<file path="config.mk">
export PLATFORM = sky130hd
export DESIGN_NAME = nfca_tx_miller_flat
export DESIGN_NICKNAME = d
export VERILOG_FILES = /design/src/rtl/nfca_tx_miller_if.sv /design/src/rtl/nfca_tx_miller.sv /design/src/flat_wrapper.sv
export SDC_FILE = /design/constraint.sdc
export NUM_CORES = 1
export LEC_CHECK = 0
export ABC_AREA = 1
export BUFFER_PORTS_ARGS = -buffer_cell sky130_fd_sc_hd__buf_2
export CAP_MARGIN = 10
export CORE_AREA = 2 2 39 41
export CTS_CLUSTER_DIAMETER = 120
export DETAILED_ROUTE_END_ITERATION = 12
export DIE_AREA = 0 0 41 43
export MAX_ROUTING_LAYER = met4
export PLACE_DENSITY = 0.77
export SYNTH_ARGS = -nofsm -noshare
export SYNTH_HDL_FRONTEND = slang
export SYNTH_SLANG_ARGS = --single-unit
</file>
<file path="constraint.sdc">
create_clock -name clk -period 5.12 [get_ports clk]
set_clock_uncertainty 0.2 [all_clocks]
set_input_delay 0.512 -clock clk [delete_from_list [all_inputs] [get_ports clk]]
set_output_delay 0.512 -clock clk [all_outputs]
set_load 0.02 [all_outputs]
</file>
<file path="src/rtl/nfca_tx_miller_if.sv">
// Bit-stream interface between nfca_tx_frame, the Modified Miller encoder
// and the RF front-end.
//   tx_req     : encoder -> frame builder, one-cycle next-bit request
//   tx_en      : frame builder -> encoder, bit valid
//   tx_bit     : frame builder -> encoder, bit value
//   carrier_on : encoder -> RF front-end, 1 = carrier, 0 = pause
//   tx_active  : encoder -> system, current symbol carries a valid bit
// modport master : encoder side
// modport slave  : frame builder / front-end side
interface nfca_tx_miller_if;
    logic tx_req;
    logic tx_en;
    logic tx_bit;
    logic carrier_on;
    logic tx_active;

    modport master (
        output tx_req,
        output carrier_on,
        output tx_active,
        input  tx_en,
        input  tx_bit
    );

    modport slave (
        input  tx_req,
        input  carrier_on,
        input  tx_active,
        output tx_en,
        output tx_bit
    );
endinterface

</file>
<file path="src/rtl/nfca_tx_miller.sv">
// ISO14443-A PCD->PICC Modified Miller bit encoder.
// Paces nfca_tx_frame with one tx_req pulse per bit period and converts its
// tx_en/tx_bit stream into X/Y/Z symbols on carrier_on (1 = carrier, 0 = pause).
// Ports:
//   clk   : system clock (fc)
//   rstn  : asynchronous active-low reset
//   bus   : nfca_tx_miller_if.master (tx_req, tx_en, tx_bit, carrier_on, tx_active)
// Optional feature: define NFCA_TX_GUARD_EN to suppress tx_req for GUARD_BITS
// bit periods after each frame. Undefined: tx_req pulses every period.
module nfca_tx_miller #(
    parameter int unsigned CLK_PER_BIT = 128,
    parameter int unsigned PAUSE_LEN   = 40,
    parameter int unsigned REQ_LEAD    = 4,
    parameter int unsigned GUARD_BITS  = 8
) (
    input  logic             clk,
    input  logic             rstn,
    nfca_tx_miller_if.master bus
);

    localparam int unsigned CNT_W = $clog2(CLK_PER_BIT);

    localparam logic [CNT_W-1:0] CNT_LAST = CNT_W'(CLK_PER_BIT - 1);
    localparam logic [CNT_W-1:0] REQ_CNT  = CNT_W'(CLK_PER_BIT - REQ_LEAD);
    localparam logic [CNT_W-1:0] X_START  = CNT_W'(CLK_PER_BIT / 2);
    localparam logic [CNT_W-1:0] X_END    = CNT_W'(CLK_PER_BIT / 2 + PAUSE_LEN);
    localparam logic [CNT_W-1:0] Z_END    = CNT_W'(PAUSE_LEN);

    typedef enum logic [1:0] {
        SYM_Y = 2'd0,
        SYM_X = 2'd1,
        SYM_Z = 2'd2
    } sym_e;

    logic [CNT_W-1:0] cnt_q, cnt_d;
    sym_e             sym_q, sym_d;
    logic             prev_x_q, prev_x_d;
    logic             active_q, active_d;
    logic             carrier_q, carrier_d;
    logic             req_q, req_d;
    logic             sample_c;
    logic             pause_c;

`ifdef NFCA_TX_GUARD_EN
    localparam int unsigned GUARD_W = $clog2(GUARD_BITS + 1);

    logic [GUARD_W-1:0] guard_q, guard_d;
`endif

    // State registers; reset leaves the carrier on and no request pending
    always_ff @(posedge clk or negedge rstn) begin
        if (!rstn) begin
            cnt_q     <= '0;
            sym_q     <= SYM_Y;
            prev_x_q  <= 1'b0;
            active_q  <= 1'b0;
            carrier_q <= 1'b1;
            req_q     <= 1'b0;
        end else begin
            cnt_q     <= cnt_d;
            sym_q     <= sym_d;
            prev_x_q  <= prev_x_d;
            active_q  <= active_d;
            carrier_q <= carrier_d;
            req_q     <= req_d;
        end
    end

`ifdef NFCA_TX_GUARD_EN
    // Post-frame guard counter
    always_ff @(posedge clk or negedge rstn) begin
        if (!rstn) begin
            guard_q <= '0;
        end else begin
            guard_q <= guard_d;
        end
    end
`endif

    // Next-state: period counter, symbol selection and registered outputs.
    // Outputs are computed from the next cnt/symbol so they line up with cnt_q.
    always_comb begin
        cnt_d    = cnt_q + CNT_W'(1);
        sym_d    = sym_q;
        prev_x_d = prev_x_q;
        active_d = active_q;
        sample_c = (cnt_q == CNT_LAST);
        pause_c  = 1'b0;

        if (sample_c) begin
            cnt_d = '0;
            if (!bus.tx_en) begin
                sym_d    = SYM_Y;
                prev_x_d = 1'b0;
                active_d = 1'b0;
            end else if (bus.tx_bit) begin
                sym_d    = SYM_X;
                prev_x_d = 1'b1;
                active_d = 1'b1;
            end else begin
                // A 0 right after a 1 is Y so two pauses never come too close
                sym_d    = prev_x_q ? SYM_Y : SYM_Z;
                prev_x_d = 1'b0;
                active_d = 1'b1;
            end
        end

        case (sym_d)
            SYM_X:   pause_c = (cnt_d >= X_START) && (cnt_d < X_END);
            SYM_Z:   pause_c = (cnt_d < Z_END);
            default: pause_c = 1'b0;
        endcase

        carrier_d = !pause_c;
        req_d     = (cnt_d == REQ_CNT);
    end

`ifdef NFCA_TX_GUARD_EN
    // Load on the first idle period after a frame, count down once per period
    always_comb begin
        guard_d = guard_q;
        if (sample_c) begin
            if (!bus.tx_en && active_q) begin
                guard_d = GUARD_W'(GUARD_BITS);
            end else if (guard_q != '0) begin
                guard_d = guard_q - GUARD_W'(1);
            end
        end
    end

    assign bus.tx_req = req_q && (guard_q == '0);
`else
    assign bus.tx_req = req_q;
`endif

    assign bus.carrier_on = carrier_q;
    assign bus.tx_active  = active_q;

endmodule

</file>
<file path="src/flat_wrapper.sv">
// flat-port wrapper written by rule: the top's interface ports become plain ports
module nfca_tx_miller_flat 
#(
    parameter int unsigned CLK_PER_BIT = 128,
    parameter int unsigned PAUSE_LEN   = 40,
    parameter int unsigned REQ_LEAD    = 4,
    parameter int unsigned GUARD_BITS  = 8
)
  (clk, rstn, bus_tx_req, bus_carrier_on, bus_tx_active, bus_tx_en, bus_tx_bit);
  nfca_tx_miller_if bus_i ();
  input  logic clk;
  input  logic rstn;
  output wire logic [$bits(bus_i.tx_req)-1:0] bus_tx_req;
  output wire logic [$bits(bus_i.carrier_on)-1:0] bus_carrier_on;
  output wire logic [$bits(bus_i.tx_active)-1:0] bus_tx_active;
  input wire logic [$bits(bus_i.tx_en)-1:0] bus_tx_en;
  input wire logic [$bits(bus_i.tx_bit)-1:0] bus_tx_bit;
  assign bus_tx_req = bus_i.tx_req;
  assign bus_carrier_on = bus_i.carrier_on;
  assign bus_tx_active = bus_i.tx_active;
  assign bus_i.tx_en = bus_tx_en;
  assign bus_i.tx_bit = bus_tx_bit;
  nfca_tx_miller #(.CLK_PER_BIT(CLK_PER_BIT), .PAUSE_LEN(PAUSE_LEN), .REQ_LEAD(REQ_LEAD), .GUARD_BITS(GUARD_BITS)) u_core (.clk(clk), .rstn(rstn), .bus(bus_i));
endmodule
</file>
* Yosys cells after proc, flatten, opt, wreduce, memory -nomap -nowiden *
Index checks and enable logic that the tools add are counted.

word-level totals
  bits in registers = 13
  input port bits = 4
  output and inout bits = 3
  word-level logic and storage cells = 25

cells by class
  add/sub/neg operators = 1
  magnitude comparators = 3
  equal/unequal tests = 4
  mux-type cells = 9
  reductions and logical operators = 2

operator list
  operator               number
  $eq A7 B7 Y1 const B   2
  $mux W2                4
  $add A7 B1 Y7 const B  1
  $ge A7 B7 Y1 const B   1
  $lt A7 B6 Y1 const B   1
  $lt A7 B7 Y1 const B   1
  $mux W7                1
  $mux W1                3
  $eq A2 B1 Y1 const B   1
  $eq A2 B2 Y1 const B   1
  $pmux W1 S2            1
  $logic_and A1 B1 Y1    1
  $logic_not A1 Y1       1

* Longest topological paths before layout *
  depth in word-level cells = 7
  mapped depth = 12
  depth with buffers taken out = 12

* Worst setup path before layout *
OpenSTA, ideal clock, no wires.

  path kind = register -> register
  from = register u_core.cnt_q[0]
  to = register u_core.carrier_q, in the netlist u_core.bus.carrier_on
  library setup time = 0.083 ns
  arrival = 1.535 ns
  required time = 4.837 ns
  setup slack = 3.303 ns
  stages on the path, launching flop included = 11
  path buffers = 0
  clock period less this slack = 1.817 ns
  cell sequence = dfrtp_1 -> ha_1 -> nand2_2 -> inv_2 -> nand3_4 -> clkinv_4 -> o21ai_2 -> inv_2 -> ha_1 -> inv_1 -> nand3_1

between the ends
  elaborated cells on any way between the ends = 12
  classes of those cells = add/sub (1); order compare (3); eq/ne (3); mux (3); reduce/logical (2)

RTL lines
  what                                          line                   RTL
  from (decl)                                   nfca_tx_miller.sv:35   logic [CNT_W-1:0] cnt_q, cnt_d;
  from (signal assigned)                        nfca_tx_miller.sv:60   cnt_q <= cnt_d;
  $eq A7 B7 Y1 *                                nfca_tx_miller.sv:87   sample_c = (cnt_q == CNT_LAST);
  $mux W2 *                                     nfca_tx_miller.sv:90   if (sample_c) begin
  net u_core.sym_d[0]                           nfca_tx_miller.sv:36   sym_e sym_q, sym_d;
  $eq A2 B2 Y1 or $eq A2 B1 Y1 (tied branches)  nfca_tx_miller.sv:108  case (sym_d)
  $pmux W1 S2 *                                 nfca_tx_miller.sv:108
  $logic_not A1 Y1 *                            nfca_tx_miller.sv:114  carrier_d = !pause_c;
  net u_core.carrier_d                          nfca_tx_miller.sv:39   logic carrier_q, carrier_d;
  to (signal assigned)                          nfca_tx_miller.sv:64   carrier_q <= carrier_d;
  to (decl)                                     nfca_tx_miller.sv:39

The timed path passes the listed nets; every way through them passes the cells marked *.
A chain may end at the register's enable or synchronous reset.

* Worst setup path in the final report *
Same ends and word-level chain as after synthesis.

==> reports/results.txt <==
Total GRT Usage: 0.184
Top cells by count, synth: 16 x nand2_1, 12 x dfrtp_1, 10 x inv_1
Setup Buffers After CTS: 0
Mapped cell area: 671 um^2
Die width: 41 um
Drt pass-1 iters: 2
Fin area: 757 um^2
Via Count: 487
Status: finished, final reports clean
Post-synth net total: 79
Critical Path RT: 5120 ps
Peak supply drop: 0.154 mV
Root buf cell: clkbuf_4
Maximum clock rate: 0.512 GHz
RSZ-0062 raised after global routing: false
Core region area: 1380 um^2
Port bufs: 6
Top cell type by total area after synthesis: dfrtp_1
Initial DRC count: 8
Final cell count without fillers: 99
Syn-to-layout area delta: 12.9%
Flop-to-flop setup slack: 3170 ps
Final hold slack: 283 ps
Hold Crit Class: reg2reg
DRT antenna net count: 0
Global-route congestion overflow total: 0
Hold Fails Final Rpt: 0
Yosys top cell area share: 0.448
Row cnt: 14
Pin count of the biggest net entering global routing: 14
Clock buffer depth: 2
#FFs+latches synth: 13
GPL Wtd Cong: 0.730
CTS tree: built
Syn. warnings: 0
Rel. slew slack: 0.802
Gate Count Post-Synth: 72
Full die area: 1760 um^2
Synth Flop Type: dfrtp_1
DR WL/cell: 11.2 um
Fraction of registers with async set/reset: 1.00
Worst Setup End Kind: register
Post-Syn Area per Cell: 9.31 um^2
Kind of critical path: reg2reg
Final layout net count: 91
Vias in the first global route: 493
Count leader, synth: nand2_1
Fin crit share: 0.382
# diodes: 0
Arr. time, crit path: 1960 ps
Share of cells above drive strength 1: 0.313
Max cap viols: 0
DRT Wirelength: 1110 um
Fin crit period: 1950 ps
Worst-Skew Late Latency: 270 ps
H-tree depth: 1
Detailed Place HPWL: 890 um
# IOs: 7
Initial antenna violation count: 0
Final setup vio count: 0
Initial core utilization: 0.485
Top fanout value on the critical path: 7
CTS Sinks: 13
First-pass GRT wire length: 2040 um
EDFF count, synth: 0
Placed Cells: 94
Synth unique cells: 22
Worst-path clk slew: 80 ps
Leakage: 0.408 nW
Power per cell area: 225 nW/um^2
Top post-synthesis cells by area: dfrtp_1 45%, nand2_1 9.0%, ha_1 5.6%, inv_1 5.6%, dfstp_2 3.9%
Placed cell area: 721 um^2
Via/cell ratio: 4.92
Sequential share of the synthesized area: 0.487
Startpoint types: register
Cts bufs inserted: 3
TNS Setup: 0 ps
# DRC: 0
Die Y: 43 um
Worst slew pin tran: 298 ps
Count of pins over their slew limit: 0
## power breakdown
part	switching, W	internal, W
Clock	0.0000332	0.0000302
Combinational	0.00000275	0.00000133
Sequential	0	0.000103
## state kept, by name, indices dropped and copies added, names as in the netlist
name	flops
u_core.bus.carrier_on	1
u_core.bus.tx_active	1
u_core.cnt_q	7
u_core.prev_x_q	1
u_core.sym_q	2
u_core.bus.tx_req	1
## worst max-delay path, cell delays in order, from the launching register on
cell and delay (ps):
dfrtp_1 390, ha_1 250, nand2_2 80, inv_2 90, nand3_4 130, clkinv_4 120
nand3_2 80, o21ai_2 90, inv_2 40, ha_1 280, inv_1 50, nand3_1 70
## layout make-up
type	instances	area, um^2
fill	136	627
sequential	13	327
multi-input combinational	44	282
inverter	15	62.6
timing repair buffer	7	40.0
clock buffer	4	26.3
tap	16	20.0
## cell usage in the layout (no fill, tap or decap)
| cell type | n |
|---|---|
| nand2_1 | 16 |
| dfrtp_1 | 12 |
| inv_1 | 10 |
| buf_2 | 6 |
| nand3_1 | 5 |
| nor2_1 | 5 |
| inv_2 | 3 |
| nand4_1 | 3 |
| ha_1 | 3 |
| clkbuf_4 | 3 |
| nand2_2 | 2 |
| o21bai_1 | 1 |
| nor2_2 | 1 |
| nand3_4 | 1 |
| clkinv_4 | 1 |
| nand3_2 | 1 |
| o21ai_2 | 1 |
| or2_2 | 1 |
| nand2_4 | 1 |
| o22ai_4 | 1 |
| o21bai_2 | 1 |
| clkinv_2 | 1 |
| nor3_2 | 1 |
| clkbuf_1 | 1 |
| dlygate4sd3_1 | 1 |
| dfstp_2 | 1 |
## path summary, 6_finish.rpt
| check | start | end | cells after the start |
|---|---|---|---|
| max | u_core.cnt_q[0] | u_core.bus.carrier_on | 11 |
| max in group asynchronous | rstn | u_core.bus.carrier_on | 2 |
| min | u_core.prev_x_q | u_core.prev_x_q | 2 |
| min in group asynchronous | rstn | u_core.cnt_q[4] | 2 |
| min reg2reg | u_core.prev_x_q | u_core.prev_x_q | 2 |
| max reg2reg | u_core.cnt_q[0] | u_core.bus.carrier_on | 11 |
## routing by layer
layer | wire length, um | vias to the layer above | track usage
met2 | 625 | 3 | 0.256
met4 | 12 | 0 | 0.120
met5 | 0 | - | -
li1 | - | 247 | -
met1 | 451 | 235 | 0.226
met3 | 20 | 2 | 0.0471
## logic make-up (layout without fill, tap and decap cells)
group / count (synthesis) / in the layout / synth area share
buffers and inverters: 15 / 26 / 0.0933
adder cells (fa/ha/maj): 3 / 3 / 0.0560
AO/OA/AOI/OAI: 4 / 4 / 0.0709
AND/OR/NAND/NOR: 37 / 37 / 0.293
flip-flops: 13 / 13 / 0.487
## through the flow
stage / setup slack [ps] / power [W] / utilization
2_1_floorplan: 3300 / 0.000105 / -
3_3_place_gp: 3220 / 0.000108 / 0.521
3_5_place_dp: 3150 / 0.000108 / 0.521
4_1_cts: 3150 / 0.000173 / 0.547
5_1_grt: 3000 / 0.000177 / 0.547
6_report: 3170 / 0.000170 / 0.547
## timing repair
action	CTS	global route
hold buffers	1	0
setup endpoints to repair	0	0
gates resized for setup	0	0
hold endpoints to repair	12	0
Note: power is estimated with default switching activity, not from simulation.
